===== src/rtl/ex_issue_stage_pkg.sv =====
// rtl/ex_issue_stage_pkg.sv - ALUOp codes, issue-stage state codes and forwarding selects
// Shared by ex_issue_stage and its operand forwarding mux.
package ex_issue_stage_pkg;

  localparam int XLEN_DEF = 32;
  localparam int OPW_DEF  = 5;

  // ALUOp codes of the EX-stage ALU
  localparam logic [4:0] ALUOP_NOP   = 5'd0;
  localparam logic [4:0] ALUOP_LUI   = 5'd1;
  localparam logic [4:0] ALUOP_AUIPC = 5'd2;
  localparam logic [4:0] ALUOP_ADD   = 5'd3;
  localparam logic [4:0] ALUOP_SUB   = 5'd4;
  localparam logic [4:0] ALUOP_XOR   = 5'd5;
  localparam logic [4:0] ALUOP_OR    = 5'd6;
  localparam logic [4:0] ALUOP_AND   = 5'd7;
  localparam logic [4:0] ALUOP_SLL   = 5'd8;
  localparam logic [4:0] ALUOP_SRL   = 5'd9;
  localparam logic [4:0] ALUOP_SRA   = 5'd10;
  localparam logic [4:0] ALUOP_SLT   = 5'd11;
  localparam logic [4:0] ALUOP_SLTU  = 5'd12;

  typedef enum logic [1:0] {
    ISSUE_EMPTY  = 2'b00,
    ISSUE_FULL   = 2'b01,
    ISSUE_BUBBLE = 2'b10
  } issue_state_e;

  typedef enum logic [1:0] {
    FWD_RF  = 2'b00,
    FWD_EX  = 2'b01,
    FWD_MEM = 2'b10,
    FWD_WB  = 2'b11
  } fwd_sel_e;

  // rs2 matters for R-type/branches (B from rs2) and for stores (imm B, rs2 is store data, no rd write)
  function automatic logic rs2_used(input logic bsel, input logic rd_we, input logic is_load);
    return !bsel || (!rd_we && !is_load);
  endfunction

endpackage


===== src/rtl/ex_issue_stage_fwd_mux.sv =====
// rtl/ex_issue_stage_fwd_mux.sv - priority operand selector EX > MEM > WB > regfile
// x0 always reads as zero and is never matched against a producer.
module ex_issue_stage_fwd_mux
  import ex_issue_stage_pkg::*;
#(
  parameter int XLEN = XLEN_DEF
) (
  input  logic [4:0]      rs,
  input  logic [XLEN-1:0] rf_data,
  input  logic            ex_en,
  input  logic [4:0]      ex_rd,
  input  logic [XLEN-1:0] ex_data,
  input  logic            mem_we,
  input  logic [4:0]      mem_rd,
  input  logic [XLEN-1:0] mem_data,
  input  logic            wb_we,
  input  logic [4:0]      wb_rd,
  input  logic [XLEN-1:0] wb_data,
  output logic [XLEN-1:0] data,
  output fwd_sel_e        sel
);

  always_comb begin
    sel  = FWD_RF;
    data = rf_data;
    if (rs == 5'd0) begin
      data = '0;
    end else if (ex_en && (ex_rd == rs)) begin
      sel  = FWD_EX;
      data = ex_data;
    end else if (mem_we && (mem_rd == rs)) begin
      sel  = FWD_MEM;
      data = mem_data;
    end else if (wb_we && (wb_rd == rs)) begin
      sel  = FWD_WB;
      data = wb_data;
    end
  end

endmodule


===== src/rtl/ex_issue_stage.sv =====
// rtl/ex_issue_stage.sv - ID/EX issue register feeding the ALU with forwarded operands
// EX_FORWARD_EN enables the forwarding network; without it RAW hazards stall until WB has written.
module ex_issue_stage
  import ex_issue_stage_pkg::*;
#(
  parameter int XLEN = XLEN_DEF,
  parameter int OPW  = OPW_DEF
) (
  input  logic            clk,
  input  logic            rst,
  input  logic            flush,
  input  logic            in_valid,
  output logic            in_ready,
  input  logic [XLEN-1:0] in_pc,
  input  logic [OPW-1:0]  in_aluop,
  input  logic [4:0]      in_rs1,
  input  logic [4:0]      in_rs2,
  input  logic [XLEN-1:0] in_rs1_val,
  input  logic [XLEN-1:0] in_rs2_val,
  input  logic [XLEN-1:0] in_imm,
  input  logic            in_bsel,
  input  logic [4:0]      in_rd,
  input  logic            in_rd_we,
  input  logic            in_is_load,
  input  logic [XLEN-1:0] ex_result,
  input  logic [4:0]      mem_rd,
  input  logic            mem_we,
  input  logic [XLEN-1:0] mem_data,
  input  logic [4:0]      wb_rd,
  input  logic            wb_we,
  input  logic [XLEN-1:0] wb_data,
  output logic            out_valid,
  input  logic            out_ready,
  output logic [XLEN-1:0] out_a,
  output logic [XLEN-1:0] out_b,
  output logic [XLEN-1:0] out_rs2_val,
  output logic [OPW-1:0]  out_aluop,
  output logic [XLEN-1:0] out_pc,
  output logic [4:0]      out_rd,
  output logic            out_rd_we,
  output logic            out_is_load
);

  issue_state_e    state_q;
  issue_state_e    state_d;
  logic            out_leave;
  logic            slot_free;
  logic            ex_en;
  logic            rs2_use;
  logic            hazard_stall;
  logic            bubble_go;
  logic            capture;
  logic [XLEN-1:0] fwd_rs1;
  logic [XLEN-1:0] fwd_rs2;
  fwd_sel_e        sel_rs1;
  fwd_sel_e        sel_rs2;

  assign out_valid = (state_q == ISSUE_FULL);
  assign out_leave = out_valid && out_ready;
  assign slot_free = !out_valid || out_ready;
  assign rs2_use   = rs2_used(in_bsel, in_rd_we, in_is_load);

`ifdef EX_FORWARD_EN
  // Only a non-load entry that is actually leaving has its result on ex_result this cycle
  assign ex_en        = out_leave && out_rd_we && !out_is_load;
  assign hazard_stall = out_valid && out_is_load && (out_rd != 5'd0) &&
                        ((out_rd == in_rs1) || (rs2_use && (out_rd == in_rs2)));
  assign bubble_go    = in_valid && hazard_stall && out_leave;
`else
  // Any held writer counts as in flight; a match on any producer means the regfile value is stale
  assign ex_en        = out_valid && out_rd_we;
  assign hazard_stall = (sel_rs1 != FWD_RF) || (rs2_use && (sel_rs2 != FWD_RF));
  assign bubble_go    = 1'b0;
`endif

  assign in_ready = (state_q != ISSUE_BUBBLE) && slot_free && !hazard_stall;
  assign capture  = in_valid && in_ready && !flush;

  ex_issue_stage_fwd_mux #(.XLEN(XLEN)) u_fwd_rs1 (
    .rs       (in_rs1),
    .rf_data  (in_rs1_val),
    .ex_en    (ex_en),
    .ex_rd    (out_rd),
    .ex_data  (ex_result),
    .mem_we   (mem_we),
    .mem_rd   (mem_rd),
    .mem_data (mem_data),
    .wb_we    (wb_we),
    .wb_rd    (wb_rd),
    .wb_data  (wb_data),
    .data     (fwd_rs1),
    .sel      (sel_rs1)
  );

  ex_issue_stage_fwd_mux #(.XLEN(XLEN)) u_fwd_rs2 (
    .rs       (in_rs2),
    .rf_data  (in_rs2_val),
    .ex_en    (ex_en),
    .ex_rd    (out_rd),
    .ex_data  (ex_result),
    .mem_we   (mem_we),
    .mem_rd   (mem_rd),
    .mem_data (mem_data),
    .wb_we    (wb_we),
    .wb_rd    (wb_rd),
    .wb_data  (wb_data),
    .data     (fwd_rs2),
    .sel      (sel_rs2)
  );

  always_comb begin
    state_d = state_q;
    case (state_q)
      ISSUE_EMPTY: begin
        if (capture) state_d = ISSUE_FULL;
      end
      ISSUE_FULL: begin
        if (capture)        state_d = ISSUE_FULL;
        else if (bubble_go) state_d = ISSUE_BUBBLE;
        else if (out_leave) state_d = ISSUE_EMPTY;
      end
      ISSUE_BUBBLE: state_d = ISSUE_EMPTY;
      default:      state_d = ISSUE_EMPTY;
    endcase
    // A taken branch/jump kills the held entry, any same-cycle capture and a pending bubble
    if (flush) state_d = ISSUE_EMPTY;
  end

  always_ff @(posedge clk) begin
    if (rst) begin
      state_q     <= ISSUE_EMPTY;
      out_a       <= '0;
      out_b       <= '0;
      out_rs2_val <= '0;
      out_aluop   <= OPW'(ALUOP_NOP);
      out_pc      <= '0;
      out_rd      <= '0;
      out_rd_we   <= 1'b0;
      out_is_load <= 1'b0;
    end else begin
      state_q <= state_d;
      if (capture) begin
        out_a       <= fwd_rs1;
        out_b       <= in_bsel ? in_imm : fwd_rs2;
        out_rs2_val <= fwd_rs2;
        out_aluop   <= in_aluop;
        out_pc      <= in_pc;
        out_rd      <= in_rd;
        out_rd_we   <= in_rd_we;
        out_is_load <= in_is_load;
      end else if (state_d != ISSUE_FULL) begin
        // Empty slot presents a nop to the ALU; the rest of the operand bus keeps its value
        out_aluop <= OPW'(ALUOP_NOP);
      end
    end
  end

endmodule

===== config.mk =====
export PLATFORM = sky130hd
export DESIGN_NAME = ex_issue_stage
export DESIGN_NICKNAME = d
export VERILOG_FILES = /design/src/rtl/ex_issue_stage_pkg.sv /design/src/rtl/ex_issue_stage_fwd_mux.sv /design/src/rtl/ex_issue_stage.sv
export SDC_FILE = /design/constraint.sdc
export NUM_CORES = 1
export LEC_CHECK = 0
export ABC_CLOCK_PERIOD_IN_PS = 3190
export BUFFER_PORTS_ARGS = -buffer_cell sky130_fd_sc_hd__buf_4
export CAP_MARGIN = 20
export CORE_AREA = 2 2 159 161
export CTS_BUF_LIST = sky130_fd_sc_hd__clkbuf_4 sky130_fd_sc_hd__clkbuf_8
export DETAILED_ROUTE_END_ITERATION = 10
export DIE_AREA = 0 0 161 163
export GPL_ROUTABILITY_DRIVEN = 0
export HOLD_SLACK_MARGIN = 0.1
export PLACE_DENSITY_LB_ADDON = 0.12
export SYNTH_ARGS = -nofsm -noshare
export SYNTH_HDL_FRONTEND = slang
export SYNTH_HIERARCHICAL = 1
export SYNTH_SLANG_ARGS = --single-unit

===== constraint.sdc =====
create_clock -name clk -period 3.19 [get_ports clk]
set_clock_uncertainty 0.05 [all_clocks]
set_input_delay 0.638 -clock clk [delete_from_list [all_inputs] [get_ports clk]]
set_output_delay 0.638 -clock clk [all_outputs]
set_load 0.03 [all_outputs]

==> results.json, run 1 <==
{
  "clockRootBuffer": "clkbuf_8",
  "start_util_pct": 36.22,
  "cap_violations": 0,
  "synth_nets": 1275,
  "p_total_w": 0.004680,
  "grt_pass1_vias": 9295,
  "synth_seq_area_share_pct": 31.81,
  "wl_mm": 38.29,
  "grt_usage_pct": 28.10,
  "clk_latency_ns": 0.45,
  "fmax_mhz": 323.6,
  "powerDensity_mw_per_mm2": 380.2,
  "maxSlewViolCount": 0,
  "port_buffers": 405,
  "netlist_instances": 1011,
  "period_needed_ns": 3.090,
  "postCtsHoldBufs": 0,
  "fin_util_pct": 49.88,
  "hpwl_mm": 27.47,
  "r2r_slack_ns": 0.56,
  "drt_iter0_drc": 670,
  "die_h_um": 163,
  "antenna_found_initial": 0,
  "drtAntennaViolNets": 0,
  "drive_gt1_share_pct": 42.68,
  "grt_max_degree": 136,
  "ir_worst_vdd_mv": 0.2487,
  "clock_path_buffers": 2,
  "p_leak_nw": 5.193,
  "grt_first_pass_wirelength_mm": 56.70,
  "post-place-ws_ns": -0.003970,
  "crit_required_ns": 2.50,
  "worst_setup_path_end_kind": "primary output",
  "finalSetupViolCount": 0,
  "worst-setup-path-type": "in2out",
  "num_vias": 9510,
  "grt.overflow.total": 0,
  "viasPerCell": 5.627,
  "cts_max_level": 4,
  "synth_edf_count": 0,
  "hold_class": "in2reg",
  "drc": 0,
  "cts_made_buffers": 17,
  "cts_sinks": 142,
  "crit_fanout": 4,
  "dominantRegCellSynth": "dfxtp_1",
  "yosysWarnings": 6,
  "dieWidth_um": 161,
  "firstDrtPassIters": 5,
  "ys_async_sr_fraction_pct": 0,
  "cts.clk_slew.worst_paths_ns": 0.09,
  "ioPinCount": 406,
  "num_rows": 58,
  "status": "finished clean",
  "worstMarginPinSlew_ns": 0.8921,
  "core_mm2": 0.02467,
  "nets": 1610,
  "setup_ws_ns": 0.09959,
  "tns_ns": 0,
  "post_cts_buffers": 0,
  "cp-start-kind": "input port",
  "syn_avg_cell_area_um2": 8.840,
  "routedWlPerCell_um": 22.66,
  "min_period_over_period_pct": 96.88,
  "final-hold-violation-count": 0,
  "cp.arrival_ns": 2.40,
  "die_area_mm2": 0.02624,
  "cts_tree": "built",
  "synth-seq-cells": 142,
  "relSlewSlack_pct": 40.52,
  "syn2layout_area_growth_pct": 37.72,
  "cts_resized": 0,
  "holdWs_ns": 0.3423,
  "rsz0062_at_grt": "no",
  "ys_types": 44,
  "netlist_area_mm2": 0.008937
}
critical path, cell delays in order:
cell and delay [ns]:
buf_4 0.12, xor2_1 0.16, nor4_2 0.33, and2_2 0.21, o21ai_1 0.05, and2_1 0.15, nor2_1 0.18, o2111ai_4 0.20
inv_4 0.16, buf_4 0.19
stage by stage:
stage	std cells	instance area (µm²)
floorplan	1011	8937
global placement	1657	11880
detailed placement	1657	11880
CTS	1689	12300
global route	1689	12310
finish	1690	12310
power by group:
group | total (W) | switching (W) | internal, W
Clock | 0.00157 | 0.000836 | 0.000739
Sequential | 0.00189 | 0.0000449 | 0.00185
Combinational | 0.00121 | 0.000698 | 0.000515
Total | 0.00468 | 0.00158 | 0.00310
synthesized netlist by cell type, types with 2 or more instances:
library cell  instances  share of area, %
clkbuf_1             44               1.8
buf_6                26               3.3
nor2_1                4              0.17
clkbuf_2              4              0.22
o21ai_1               2              0.11
nand3_1             111               6.2
a211oi_1             27               2.3
buf_1                11              0.46
a221oi_2              2              0.34
nor4_2                4              0.56
buf_8                 7               1.2
mux2i_1              96                11
xnor2_1               6              0.59
xor2_1               24               2.4
nand4_1              64               4.5
nor4b_1               2              0.20
nand3_2              62               6.9
nor3_1                3              0.17
buf_4                 7              0.59
a211oi_2              5              0.70
buf_2                17              0.95
nor4_1                2              0.14
and3_1                2              0.14
buf_12                8               1.8
o211ai_1             62               5.2
a21oi_2              15               1.5
o21ai_0             103               5.8
o211ai_2              2              0.28
and2_1                7              0.49
dfxtp_1             142                32
a22o_1                5              0.49
a21oi_1             120               6.7
nand2_1               4              0.17
per-layer routing:
metal	global-route usage, %	wire length (µm)	vias to the layer above
li1	-	-	4491
met1	34.52	15360	4531
met2	47.62	18650	433
met3	7.130	3110	55
met4	10.31	1168	0
met5	0	0	-
layout by cell type (no fill, tap or decap), types with 4 or more instances in the layout:
cell type and count:
buf_12 8, nand3_1 109, a211oi_2 5, nor2_1 4, o21ai_0 103, dfxtp_1 140, and2_1 5, buf_4 432
nand3_2 64, nor4_2 5, a22o_1 5, a21oi_1 120, a21oi_2 15, clkbuf_8 17, o211ai_1 62, inv_8 5
mux2i_1 96, xor2_1 24, nand4_1 64, xnor2_1 6, a211oi_1 27
worst paths after layout:
path | from | cells past startpoint | endpoint
min | in_aluop[0] | 2 | out_aluop[0]
min reg2reg | out_pc[17] | 2 | out_pc[17]
max | mem_rd[1] | 10 | in_ready
max reg2reg | state_q[1] | 9 | out_b[28]
state kept, by name (all words and copies together) (netlist names):
| register | cells |
|---|---|
| out_rs2_val | 32 |
| out_pc | 32 |
| out_rd | 5 |
| out_rd_we | 1 |
| out_aluop | 5 |
| out_b | 32 |
| out_is_load | 1 |
| out_a | 32 |
| state_q | 2 |
kinds of logic after synthesis:
group                     synth area share (%)
xor gates and xnor gates                 2.940
AOI/OAI and AO/OA                        23.90
and+or+nand+nor                          20.17
muxes                                    10.75
DFF                                      31.81
buffers and inverters                    10.39
other                                  0.04196
area by class of cell:
| class | count | area, µm² |
|---|---|---|
| clock inverters | 14 | 173.9 |
| inverters | 1 | 6.256 |
| diodes | 1 | 2.502 |
| fillers | 2474 | 12370 |
| repair buffers | 440 | 3403 |
| clock buffers | 18 | 241.5 |
| flip-flops and latches | 142 | 2845 |
| multi-input cells | 744 | 5223 |
| well taps | 330 | 412.9 |
(Power assumes the default switching activity.)
==> run 2, diff against run 1 <==
--- a/config.mk
+++ b/config.mk
@@ -14,7 +14,7 @@
 export DIE_AREA = 0 0 161 163
 export GPL_ROUTABILITY_DRIVEN = 0
 export HOLD_SLACK_MARGIN = 0.1
-export PLACE_DENSITY_LB_ADDON = 0.12
+export PLACE_DENSITY = 0.65
 export SYNTH_ARGS = -nofsm -noshare
 export SYNTH_HDL_FRONTEND = slang
 export SYNTH_HIERARCHICAL = 1
==> results.json, run 2 (synthesis gave the netlist of run 1 again) <==
{
  "r2r-start": "out_rd[2]",
  "cts_tree": "built",
  "netSwitchingFraction_pct": 35.59,
  "final_common_cell": "buf_4",
  "final_area_mm2": 0.01230,
  "grt_pass1_vias": 9376,
  "min_period_over_period_pct": 97.18,
  "tns_ns": 0,
  "drc": 0,
  "worst_setup_path_end_kind": "primary output",
  "grtUsageMet2_pct": 49.96,
  "die_area_mm2": 0.02624,
  "viasPerCell": 5.750,
  "core_mm2": 0.02467,
  "finalSetupViolCount": 0,
  "p_comb_share_pct": 26.6,
  "firstDrtPassIters": 7,
  "pwr-share-clk_pct": 32.0,
  "cp_slowest_stage_delay_ns": 0.49,
  "crit_fanout": 4,
  "start_util_pct": 36.22,
  "path_buf_inv": 3,
  "p_leak_nw": 5.207,
  "status": "finished clean",
  "ioPinCount": 406,
  "fmax_mhz": 322.6,
  "grtUsageMet3_pct": 6.697,
  "period_needed_ns": 3.100,
  "final-hold-violation-count": 0,
  "wl_mm": 38.93,
  "cpMostUsedCell": "buf_4",
  "powerDensity_mw_per_mm2": 372.1,
  "num_rows": 58,
  "cts.clk_slew.worst_paths_ns": 0.10,
  "cp.arrival_ns": 2.41,
  "met1_usage_pct": 33.94,
  "die_h_um": 163,
  "num_vias": 9770,
  "hpwl_mm": 27.36,
  "p_sw_w": 0.001629,
  "top_usage_layer": "met2",
  "cts_made_buffers": 17,
  "cp_top_family": "simple AND/OR/NAND/NOR gates",
  "cap_violations": 0,
  "worst-setup-path-type": "in2out",
  "seqPwrFrac_pct": 41.4,
  "ir_worst_vdd_mv": 0.2194,
  "cts_max_level": 4,
  "worstMarginPinSlew_ns": 0.9401,
  "routedWlPerCell_um": 22.91,
  "clk_latency_ns": 0.46,
  "grt_usage_pct": 28.32,
  "grt_first_pass_wirelength_mm": 57.17,
  "syn2layout_area_growth_pct": 37.65,
  "grt_max_degree": 138,
  "drive_gt1_share_pct": 43.09,
  "cp-start-kind": "input port",
  "dieWidth_um": 161,
  "drt_iter0_drc": 800,
  "drtAntennaViolNets": 0,
  "antenna_found_initial": 2,
  "final_cell_mix": "buf_4, dfxtp_1, a21oi_1, nand3_1, o21ai_0",
  "maxSlewViolCount": 0,
  "relSlewSlack_pct": 37.18,
  "crit_slowest_cell": "nor4_1",
  "rsz0062_at_grt": "no",
  "nets": 1618,
  "clockRootBuffer": "clkbuf_8",
  "grt.overflow.total": 0,
  "internal_power_w": 0.002948,
  "placed_cell_area_mm2": 0.01188,
  "path_cells": "buf_4, xor2_1, nor4_1, nand3_2, o21ai_1, and2_1, nor2_1, o2111ai_4, inv_4, buf_4",
  "hold_start": "in_aluop[2]",
  "critPathLaunch": "in_rs1[4]",
  "port_buffers": 405,
  "cts_sinks": 142,
  "clock_path_buffers": 2,
  "hold_class": "in2reg",
  "crit_required_ns": 2.50
}
## run 2: cell types whose count changed in the layout (fill, tap and decap cells not counted), moves of 2 or more
cell | before | now
buf_12 | 8 | 5
clkinv_8 | 0 | 2
buf_4 | 432 | 442
bufinv_16 | 2 | 0
## run 2: final timing paths
kind	slack, ns	endpoint	depth (start not counted)
hold reg to reg	0.43	out_pc[7]	2
setup reg to reg	0.36	out_b[27]	9
setup / recovery	0.09	in_ready	10
hold / removal	0.34	out_aluop[2]	2
## run 2: through the flow
stage          setup slack, ns  hold slack [ns]  util, %  std cells  power [W]
6_report               0.08984           0.3358    49.86       1699   0.004578
5_1_grt                0.01318           0.3158    49.86       1699   0.004774
4_1_cts                0.03818           0.3038    49.70       1694   0.004609
3_5_place_dp          -0.08877           0.4175    48.14       1662   0.003142
3_3_place_gp          -0.04907           0.4114    48.12       1661   0.003135
2_1_floorplan         0.003807           0.5381        -       1011   0.002576
## run 2: cell type report
type,count,area [µm²]
flip-flops and latches,142,2845
diodes,2,5.005
inverters,1,6.256
fillers,2463,12370
repair buffers,448,3423
well taps,330,412.9
clock inverters,15,150.1
multi-input cells,744,5225
clock buffers,17,234.0
## run 2: timing repair
item / 4_1_cts / 5_1_grt
gates resized for setup: 0 / 4
hold buffers: 0 / 0
endpoints found under the setup margin: 0 / 1
buffers inserted: 0 / 3
## run 2: power by group through the flow
stage / clock (W) / combinational [W] / sequential, W
finish: 0.00146 / 0.00122 / 0.00189
global route: 0.00158 / 0.00130 / 0.00190
CTS: 0.00150 / 0.00121 / 0.00189
detailed placement: 0 / 0.00121 / 0.00193
global placement: 0 / 0.00120 / 0.00193
floorplan: 0 / 0.000501 / 0.00208
## run 2: routing by layer
| metal | vias to the layer above | wire [µm] |
|---|---|---|
| met2 | 483 | 19450 |
| met5 | - | 0 |
| met3 | 59 | 3134 |
| met1 | 4716 | 15290 |
| met4 | 0 | 1049 |
| li1 | 4512 | - |
